===== src/rtl/barrel_shift_pipe_if.sv =====
// Operand-issue and result-writeback handshake bundle for barrel_shift_pipe.
// master = producer/consumer side, slave = the shifter.
interface barrel_shift_pipe_if #(
    parameter int DATA_WIDTH  = 32,
    parameter int SHAMT_WIDTH = $clog2(DATA_WIDTH)
);
    logic                   IVALID;
    logic                   IREADY;
    logic [DATA_WIDTH-1:0]  IDATA;
    logic [SHAMT_WIDTH-1:0] SHAMT;
    logic                   DIR;
    logic                   ARITH;
    logic                   OVALID;
    logic                   OREADY;
    logic [DATA_WIDTH-1:0]  ODATA;

    modport master (
        output IVALID, IDATA, SHAMT, DIR, ARITH, OREADY,
        input  IREADY, OVALID, ODATA
    );

    modport slave (
        input  IVALID, IDATA, SHAMT, DIR, ARITH, OREADY,
        output IREADY, OVALID, ODATA
    );
endinterface


===== src/rtl/barrel_shift_pipe.sv =====
// Pipelined barrel shifter, one 2^k stage + register slice per SHAMT bit; latency SHAMT_WIDTH cycles.
// Backpressure: global stall, every slice holds and IREADY drops while OVALID && !OREADY.
module barrel_shift_pipe #(
    parameter int DATA_WIDTH  = 32,
    parameter int SHAMT_WIDTH = $clog2(DATA_WIDTH)
) (
    input  logic               CLK,
    input  logic               RST,
    barrel_shift_pipe_if.slave io
);
    localparam int NS = SHAMT_WIDTH;
    localparam int SW = (NS > 1) ? NS - 1 : 1;
    localparam int RT = (NS > 1) ? (NS * (NS - 1)) / 2 : 1;

    logic                  vld    [NS];
    logic [DATA_WIDTH-1:0] dat    [NS];
    logic                  dir_q  [SW];
    logic                  fill_q [SW];
    // Remaining shift bits, packed triangularly: slice k keeps NS-1-k bits at offset OFF(k).
    logic [RT-1:0]         rem_q;
    logic                  advance;

    assign advance   = ~vld[NS-1] | io.OREADY;
    assign io.IREADY = advance;
    assign io.OVALID = vld[NS-1];
    assign io.ODATA  = dat[NS-1];

    for (genvar k = 0; k < NS; k++) begin : g_stage
        localparam int SH = 1 << k;

        logic                  in_vld;
        logic                  in_dir;
        logic                  in_fill;
        logic                  in_bit;
        logic [DATA_WIDTH-1:0] in_dat;
        logic [DATA_WIDTH-1:0] shifted;
        logic [DATA_WIDTH-1:0] stage_out;

        if (k == 0) begin : g_head
            assign in_vld  = io.IVALID;
            assign in_dat  = io.IDATA;
            assign in_dir  = io.DIR;
            assign in_fill = io.ARITH & io.IDATA[DATA_WIDTH-1];
            assign in_bit  = io.SHAMT[0];
        end else begin : g_body
            localparam int PO = (k - 1) * (NS - 1) - ((k - 1) * (k - 2)) / 2;
            assign in_vld  = vld[k-1];
            assign in_dat  = dat[k-1];
            assign in_dir  = dir_q[k-1];
            assign in_fill = fill_q[k-1];
            assign in_bit  = rem_q[PO];
        end

        assign shifted = in_dir ? (in_dat << SH)
                                : ((in_dat >> SH) |
                                   ({DATA_WIDTH{in_fill}} & ~({DATA_WIDTH{1'b1}} >> SH)));
        assign stage_out = in_bit ? shifted : in_dat;

        always_ff @(posedge CLK) begin
            if (RST) begin
                vld[k] <= 1'b0;
                dat[k] <= '0;
            end else if (advance) begin
                vld[k] <= in_vld;
                dat[k] <= stage_out;
            end
        end

        // The final slice only needs valid and data; control travels no further.
        if (k < NS - 1) begin : g_side
            localparam int OFF = k * (NS - 1) - (k * (k - 1)) / 2;
            localparam int RW  = NS - 1 - k;

            logic [RW-1:0] in_rem;

            if (k == 0) begin : g_rem_head
                assign in_rem = io.SHAMT[NS-1:1];
            end else begin : g_rem_body
                localparam int PO = (k - 1) * (NS - 1) - ((k - 1) * (k - 2)) / 2;
                assign in_rem = rem_q[PO+RW:PO+1];
            end

            always_ff @(posedge CLK) begin
                if (RST) begin
                    dir_q[k]             <= 1'b0;
                    fill_q[k]            <= 1'b0;
                    rem_q[OFF+RW-1:OFF]  <= '0;
                end else if (advance) begin
                    dir_q[k]             <= in_dir;
                    fill_q[k]            <= in_fill;
                    rem_q[OFF+RW-1:OFF]  <= in_rem;
                end
            end
        end
    end
endmodule


===== src/flat_wrapper.sv =====
// flat-port wrapper written by rule: the top's interface ports become plain ports
module barrel_shift_pipe_flat 
#(
    parameter int DATA_WIDTH  = 32,
    parameter int SHAMT_WIDTH = $clog2(DATA_WIDTH)
)
  (CLK, RST, io_IVALID, io_IDATA, io_SHAMT, io_DIR, io_ARITH, io_OREADY, io_IREADY, io_OVALID, io_ODATA);
  barrel_shift_pipe_if #(.DATA_WIDTH(DATA_WIDTH), .SHAMT_WIDTH(SHAMT_WIDTH)) io_i ();
  input  logic CLK;
  input  logic RST;
  input wire logic [$bits(io_i.IVALID)-1:0] io_IVALID;
  input wire logic [$bits(io_i.IDATA)-1:0] io_IDATA;
  input wire logic [$bits(io_i.SHAMT)-1:0] io_SHAMT;
  input wire logic [$bits(io_i.DIR)-1:0] io_DIR;
  input wire logic [$bits(io_i.ARITH)-1:0] io_ARITH;
  input wire logic [$bits(io_i.OREADY)-1:0] io_OREADY;
  output wire logic [$bits(io_i.IREADY)-1:0] io_IREADY;
  output wire logic [$bits(io_i.OVALID)-1:0] io_OVALID;
  output wire logic [$bits(io_i.ODATA)-1:0] io_ODATA;
  assign io_i.IVALID = io_IVALID;
  assign io_i.IDATA = io_IDATA;
  assign io_i.SHAMT = io_SHAMT;
  assign io_i.DIR = io_DIR;
  assign io_i.ARITH = io_ARITH;
  assign io_i.OREADY = io_OREADY;
  assign io_IREADY = io_i.IREADY;
  assign io_OVALID = io_i.OVALID;
  assign io_ODATA = io_i.ODATA;
  barrel_shift_pipe #(.DATA_WIDTH(DATA_WIDTH), .SHAMT_WIDTH(SHAMT_WIDTH)) u_core (.CLK(CLK), .RST(RST), .io(io_i));
endmodule

===== config.mk =====
export PLATFORM = sky130hd
export DESIGN_NAME = barrel_shift_pipe_flat
export DESIGN_NICKNAME = d
export VERILOG_FILES = /design/src/rtl/barrel_shift_pipe_if.sv /design/src/rtl/barrel_shift_pipe.sv /design/src/flat_wrapper.sv
export SDC_FILE = /design/constraint.sdc
export NUM_CORES = 1
export LEC_CHECK = 0
export CORE_MARGIN = 2
export CORE_UTILIZATION = 61
export CTS_BUF_LIST = sky130_fd_sc_hd__clkbuf_8
export DETAILED_ROUTE_END_ITERATION = 7
export PLACE_DENSITY_LB_ADDON = 0.1
export SYNTH_ARGS = -nofsm -noshare
export SYNTH_HDL_FRONTEND = slang
export SYNTH_SLANG_ARGS = --single-unit

===== constraint.sdc =====
create_clock -name CLK -period 7 [get_ports CLK]
set_clock_uncertainty 0.15 [all_clocks]
set_input_delay 1.4 -clock CLK [delete_from_list [all_inputs] [get_ports CLK]]
set_output_delay 1.4 -clock CLK [all_outputs]
set_load 0.02 [all_outputs]

### After elaboration in Yosys (flattened, before gate mapping)

Memory sizes are Yosys's and may differ from the RTL's.
Cells that the tools add are included.

* input bits: 43
* bits in writable memories: 173
* output and inout port bits: 34
* memories: 4
* flip-flop bits (word level): 10
* logic and storage cells: 67

* multiplexer cells: 33
* bitwise logic cells: 26

Memory list
* u_core.dat: words 5, width 32, rd ports 5, clocked after memory_dff 0, wr ports 5, line barrel_shift_pipe.sv:16 `logic [DATA_WIDTH-1:0] dat [NS];`
* u_core.vld: words 5, width 1, rd ports 5, clocked after memory_dff 0, wr ports 5, line barrel_shift_pipe.sv:15 `logic vld [NS];`
* u_core.dir_q: words 4, width 1, rd ports 4, clocked after memory_dff 0, wr ports 4, line barrel_shift_pipe.sv:17 `logic dir_q [SW];`
* u_core.fill_q: words 4, width 1, rd ports 4, clocked after memory_dff 0, wr ports 4, line barrel_shift_pipe.sv:18 `logic fill_q [SW];`

Operators with widths (count)
* 32-bit 2-to-1 mux: 15
* 16-bit by 32-bit OR with 32-bit output: 1
* 24-bit by 32-bit OR with 32-bit output: 1
* 28-bit by 32-bit OR with 32-bit output: 1
* 30-bit by 32-bit OR with 32-bit output: 1
* 31-bit by 32-bit OR with 32-bit output: 1
* 1-bit OR: 19
* 1-bit 2-to-1 mux: 18
* 1-bit bitwise AND: 1
* 1-bit NOT: 1

### Depth between registers and ports, before layout

Gate-level depths: netlist of the first run.

* depth after elaboration: 6
* mapped depth: 7
* gate-level depth less buffers: 4

### Worst setup path before layout of the first run

OpenSTA, ideal clock, no wires.

* kind: in2reg
* start point: input port RST
* end point: memory u_core.dat[0][0] (enable)
* setup time: 0.564 ns
* setup slack: 0.728 ns
* data arrival time: 5.558 ns
* stages on the path: 1
* path buffers: 0
* cells stage by stage: nand2b_1

RTL lines
* start, declared: line flat_wrapper.sv:10 `input logic RST;`
* end, declared: line barrel_shift_pipe.sv:16

### Worst setup path in the final report of the first run

* start point: input port io_OREADY
* end point: output port io_IREADY

* cells in the longest elaborated chain, start to end: 1

Ends and longest elaborated chain
* start, declared: line flat_wrapper.sv:16 `input wire logic [$bits(io_i.OREADY)-1:0] io_OREADY;`
* 1-bit OR: line barrel_shift_pipe.sv:23 `assign advance = ~vld[NS-1] | io.OREADY;`
* end, declared: line flat_wrapper.sv:17 `output wire logic [$bits(io_i.IREADY)-1:0] io_IREADY;`

Every way passes these cells.

==> impl_metrics.ini, run 1 <==
[global_routing]
antenna_found_initial = 0
grt_overflow_total = 0
grt_use_met3_pct = 3.59
grt_pass1_vias = 5710
globalRouteMet2Util_pct = 36.7
use_met1_pct = 24.4
grt_max_degree = 102
gr-usage-all-layers_pct = 20.5
grt.busiest_layer = met2
grt_pass1_wl_microns = 27100

[cells_and_area]
final_nets = 896
multiInputGateArea_sq_mm = 0.00382
drive_gt1_share_pct = 14.1
register_area_sq_mm = 0.00540
fill_cells = 1093
diodes = 0
area_growth_pct = 11.6
finalNonFillerCells = 1077

[clocking]
numCtsBuffers = 17
cts_hold_buf = 0
cts_tree = yes
clkTransAtPathRegs_ns = 0.08
h-tree-depth = 4
clk_path_buf_depth = 2
clk-insertion-delay-late_ns = 0.46
root_buffer = clkbuf_8
cts-resized-gates = 0
cts_setup_buffers = 0
numClockSinks = 183

[critical_path]
crit_type = in2out
start_kind = primary input
arrival_ns = 2.95
cp-end-kind = primary output
path_max_fanout = 13
critPathRequiredTime_ns = 5.45

[routing]
firstDrtPassIters = 6
viasPerCell = 5.66
routedWlPerCell_microns = 15.1
drt-total-wl_microns = 16300
dr_total_vias = 6100
drt_iter0_drc = 300
ant_nets = 0
drcViolationCount = 0

[sta]
fin_setup_tns_ns = 0
hold_viol = 0
min_period_over_period_pct = 64.3
setup_viol = 0
relSlewSlack_pct = 15.9
rsz0062_at_grt = false
worstMarginPinSlew_ns = 1.26
min_period_ns = 4.50
finalMaxSlewViolations = 0
fmax_mhz = 222

[placed_design]
dp.cells = 1045
gp_congestion = 0.890
dp_hpwl_microns = 11100
io_buffers = 76

[power]
intPower_mw = 1.77
power.leakage_nw = 3.96
ir_worst_vdd_mv = 0.140
sequentialPowerShare_pct = 56.7
p_switching_mw = 0.549
power_mw = 2.32
power_frac_clock_pct = 31.8
pwr-share-comb_pct = 11.5
pwr_density_cell_mw_per_mm2 = 216
swShare_pct = 23.7

[flow_run]
drv_cap = 0

[floorplanning]
io_pins = 77
coreArea_sq_mm = 0.0153
row_count = 45
die_w_microns = 130
die_h_microns = 130
initial_core_util_pct = 62.9
dieArea_sq_mm = 0.0168

[yosys]
synth_cells = 823
avgSynthCellArea_sq_um = 11.7
yosysSeqAreaShare_pct = 56.0
synth-warning-count = 0
netlist_area_sq_mm = 0.00963
ys_seq_elements = 183
syn_nets = 866
yosysUniqueCellTypes = 27

[run_status]
status = finished, final reports clean

[hold_path]
min_path_type = reg2reg
[through the flow]
stage               setup slack, ns  util (%)  hold WS [ns]  area, sq um
floorplan                     0.728         -         0.282         9630
global placement               2.58      67.5         0.288        10300
detailed placement             2.49      67.5         0.300        10300
CTS                            2.49      70.2         0.313        10700
global route                   2.41      70.2         0.329        10700
finish                         2.50      70.2         0.316        10700
[layer usage]
layer	wire length (microns)	share of wire (%)	up-vias
met2	8570	53	138
met1	6890	42	2875
li1	-	-	3061
met3	531	3.3	26
met4	316	1.9	0
met5	0	0	-
[layout by cell type, fill, tap and decap left out, types with 2 or more instances in the layout]
cell / netlist / final
edfxtp_1: 173 / 173
nor2_1: 159 / 159
mux2i_1: 100 / 100
clkdlybuf4s50_1: 0 / 74
a211oi_2: 68 / 68
nand2_1: 49 / 49
a21oi_1: 42 / 42
nor2b_1: 35 / 35
a211oi_1: 32 / 32
and3_1: 29 / 29
nor3_1: 20 / 20
clkbuf_8: 0 / 17
and2_1: 12 / 12
buf_4: 12 / 9
nor3_2: 8 / 8
dfxtp_1: 10 / 8
bufinv_16: 0 / 4
clkinv_1: 0 / 4
nand2b_4: 1 / 3
clkinv_4: 0 / 3
inv_1: 1 / 2
nand2b_1: 4 / 2
clkinv_2: 0 / 2
buf_2: 26 / 2
dfxtp_2: 0 / 2
[cells in the mapped netlist]
cell	number	area, sq um
inv_2	1	3.75
dfxtp_1	10	200
inv_1	1	3.75
buf_1	3	11.3
a211oi_1	32	240
nand3b_1	1	7.51
buf_6	8	90.1
nand3_1	1	5.00
and2_1	12	75.1
nand2b_4	1	13.8
nor3_1	20	100
clkbuf_1	25	93.8
and3_1	29	181
a211oi_2	68	851
clkbuf_2	1	5.00
nor3_2	8	80.1
o21ai_0	1	5.00
edfxtp_1	173	5190
nand2_1	49	184
nor2b_1	35	219
nand2b_1	4	25.0
mux2i_1	100	1000
buf_4	12	90.1
a21oi_1	42	210
nor2_1	159	597
nor2b_4	1	13.8
buf_2	26	130
[area by class of cell]
type | count | area share [%]
Clock buffer | 17 | 2.18
Clock inverter | 15 | 1.71
Inverter | 2 | 0.0698
Multi-Input combinational cell | 563 | 35.6
Sequential cell | 183 | 50.2
Tap cell | 211 | 2.46
Timing Repair Buffer | 86 | 7.80
[cells by family (layout without fill, tap and decap cells)]
| logic type | Yosys count | after routing | synth area share, % |
|---|---|---|---|
| multiplexers | 100 | 100 | 10.4 |
| AND/OR/NAND/NOR | 320 | 320 | 15.6 |
| buffers and inverters | 77 | 120 | 4.44 |
| AO/OA/AOI/OAI | 143 | 143 | 13.6 |
| flip-flops | 183 | 183 | 56.0 |
[path summary, 6_finish.rpt]
check | depth (start not counted) | slack [ns] | from | endpoint
hold reg to reg | 2 | 0.32 | u_core.g_stage[1].g_side.in_rem[2]$_SDFFE_PP0P_ | u_core.g_stage[1].g_side.in_rem[2]$_SDFFE_PP0P_
setup reg to reg | 5 | 4.04 | u_core.vld[4]$_SDFFCE_PN0P_ | u_core.dat[1][12]$_SDFFCE_PN0P_
hold / removal | 2 | 0.32 | u_core.g_stage[1].g_side.in_rem[2]$_SDFFE_PP0P_ | u_core.g_stage[1].g_side.in_rem[2]$_SDFFE_PP0P_
setup / recovery | 4 | 2.50 | io_OREADY | io_IREADY
[state kept, by name, indices dropped and copies added (netlist names)]
signal	count
u_core.vld	5
u_core.dat	160
u_core.g_stage.g_side.in_rem	6
u_core.fill_q	4
u_core.dir_q	4
u_core.g_stage.in_bit	4
[power groups by stage]
stage | sequential [mW] | clock, mW | combinational, mW
after floorplan | 1.33 | 0 | 0.194
after detailed placement | 1.34 | 0 | 0.265
after global placement | 1.34 | 0 | 0.256
after global routing | 1.32 | 0.790 | 0.295
final | 1.31 | 0.738 | 0.266
after CTS | 1.31 | 0.748 | 0.267
[critical path, stage by stage]
cell and delay, ns:
clkdlybuf4s50_1 0.44, nor2b_4 0.33, inv_2 0.19, clkdlybuf4s50_1 0.58
No activity file was read; power rests on OpenSTA's default activity.
==> run 2: changes to the inputs <==
clock period = 4.2 ns   (was 7 ns; I/O delays follow)
==> impl_metrics.ini, run 2 (synthesized netlist as in run 1, its figures left out) <==
[run_status]
status = finished, final reports clean

[clocking]
cts-resized-gates = 0
numClockSinks = 183
clk-insertion-delay-late_ns = 0.47
cts_setup_buffers = 0
clk_path_buf_depth = 2
root_buffer = clkbuf_8
h-tree-depth = 4
cts_hold_buf = 0
numCtsBuffers = 17
clkTransAtPathRegs_ns = 0.09
cts_tree = yes

[sta]
relSlewSlack_pct = 26.4
min_period_ns = 3.37
fin_setup_tns_ns = 0
worstMarginPinSlew_ns = 1.10
min_period_over_period_pct = 80.2
rsz0062_at_grt = false
finalMaxSlewViolations = 0
hold_viol = 0
fmax_mhz = 297
setup_viol = 0

[floorplanning]
io_pins = 77
coreArea_sq_mm = 0.0153
initial_core_util_pct = 62.9
dieArea_sq_mm = 0.0168
row_count = 45
die_w_microns = 130
die_h_microns = 130

[critical_path]
crit_type = in2out
start_kind = primary input
cp-end-kind = primary output
crit_chain = clkdlybuf4s50_1 -> nor2b_4 -> inv_2 -> clkdlybuf4s50_1
path_max_fanout = 13
slowest_stage = clkdlybuf4s50_1
critPathRequiredTime_ns = 3.21
cp_common_cell = clkdlybuf4s50_1
cp_slowest_stage_delay_ns = 0.58
arrival_ns = 2.38

[routing]
firstDrtPassIters = 4
routedWlPerCell_microns = 15.0
viasPerCell = 5.56
drcViolationCount = 0
drt-total-wl_microns = 16300
drt_iter0_drc = 282
dr_total_vias = 6017
ant_nets = 0

[cells_and_area]
largest_reg_flops = 160
diodes = 0
mostFrequentLayoutCell = edfxtp_1
stdcell_area_sq_mm = 0.0108
final_nets = 902
fin_util_pct = 70.7
fill_cells = 1103
area_growth_pct = 12.4
drive_gt1_share_pct = 14.9
most-common-layout-cells = edfxtp_1 (173), nor2_1 (159), mux2i_1 (100)
regMostFlops = u_core.dat

[global_routing]
grt_overflow_total = 0
antenna_found_initial = 0
grt_max_degree = 63
grt_pass1_vias = 5707
grt_pass1_wl_microns = 27000
gr-usage-all-layers_pct = 20.5

[hold_path]
min_path_type = reg2reg

[placed_design]
io_buffers = 76
dpl_cell_area_sq_mm = 0.0104
gp_congestion = 0.901
dp_hpwl_microns = 11800

[flow_run]
drv_cap = 0

[power]
power_mw = 3.80
ir_worst_vdd_mv = 0.220
power.leakage_nw = 3.99
pwr_density_cell_mw_per_mm2 = 351
[run 2: cell types whose count changed in the layout (fill, tap and decap cells not counted)]
cell        previous run  this run
clkinv_1               4         1
clkinvlp_4             0         3
inv_6                  1         0
clkinv_2               2         3
buf_12                 1         5
bufinv_16              4         3
buf_4                  9        11
[run 2: worst max-delay path, delay by kind of cell]
kind / cells / cell delay (ns)
AND/OR/NAND/NOR: 1 / 0.33
buffers and inverters: 3 / 1.21
[run 2: metrics by stage]
step | setup WS, ns | std cells | hold WS (ns)
floorplan | 0.541 | 823 | 0.282
global placement | 0.893 | 1051 | 0.288
detailed placement | 0.849 | 1051 | 0.293
CTS | 0.849 | 1082 | 0.306
global route | 0.783 | 1082 | 0.331
finish | 0.831 | 1082 | 0.307
[run 2: worst paths after layout]
path,from,endpoint,slack (ns),cells after the start
min,u_core.g_stage[1].g_side.in_rem[1]$_SDFFE_PP0P_,u_core.g_stage[1].g_side.in_rem[1]$_SDFFE_PP0P_,0.31,2
max reg2reg,u_core.vld[4]$_SDFFCE_PN0P_,u_core.dat[1][8]$_SDFFCE_PN0P_,1.86,5
min reg2reg,u_core.g_stage[1].g_side.in_rem[1]$_SDFFE_PP0P_,u_core.g_stage[1].g_side.in_rem[1]$_SDFFE_PP0P_,0.31,2
max,io_OREADY,io_IREADY,0.83,4
[run 2: area by class of cell]
cell class	count	area, sq um	share of cell area [%]
timing repair buffer	92	933	8.63
inverter	2	7.51	0.0694
clock inverter	14	161	1.49
clock buffer	17	234	2.16
tap	211	264	2.44
multi-input combinational	563	3820	35.3
sequential	183	5400	49.9
[run 2: report_power, final]
group	internal [mW]	switching [mW]
clock network	0.578	0.584
logic	0.203	0.229
registers	2.11	0.0942
total	2.89	0.908
[run 2: routing by layer]
metal / part of all wire, % / track usage [%] / up-vias / wire length, microns
li1: - / - / 3072 / -
met1: 42 / 23.4 / 2806 / 6820
met2: 52 / 37.3 / 110 / 8530
met3: 3.5 / 4.29 / 29 / 562
met4: 2.1 / 8.67 / 0 / 345
met5: 0 / 0 / - / 0
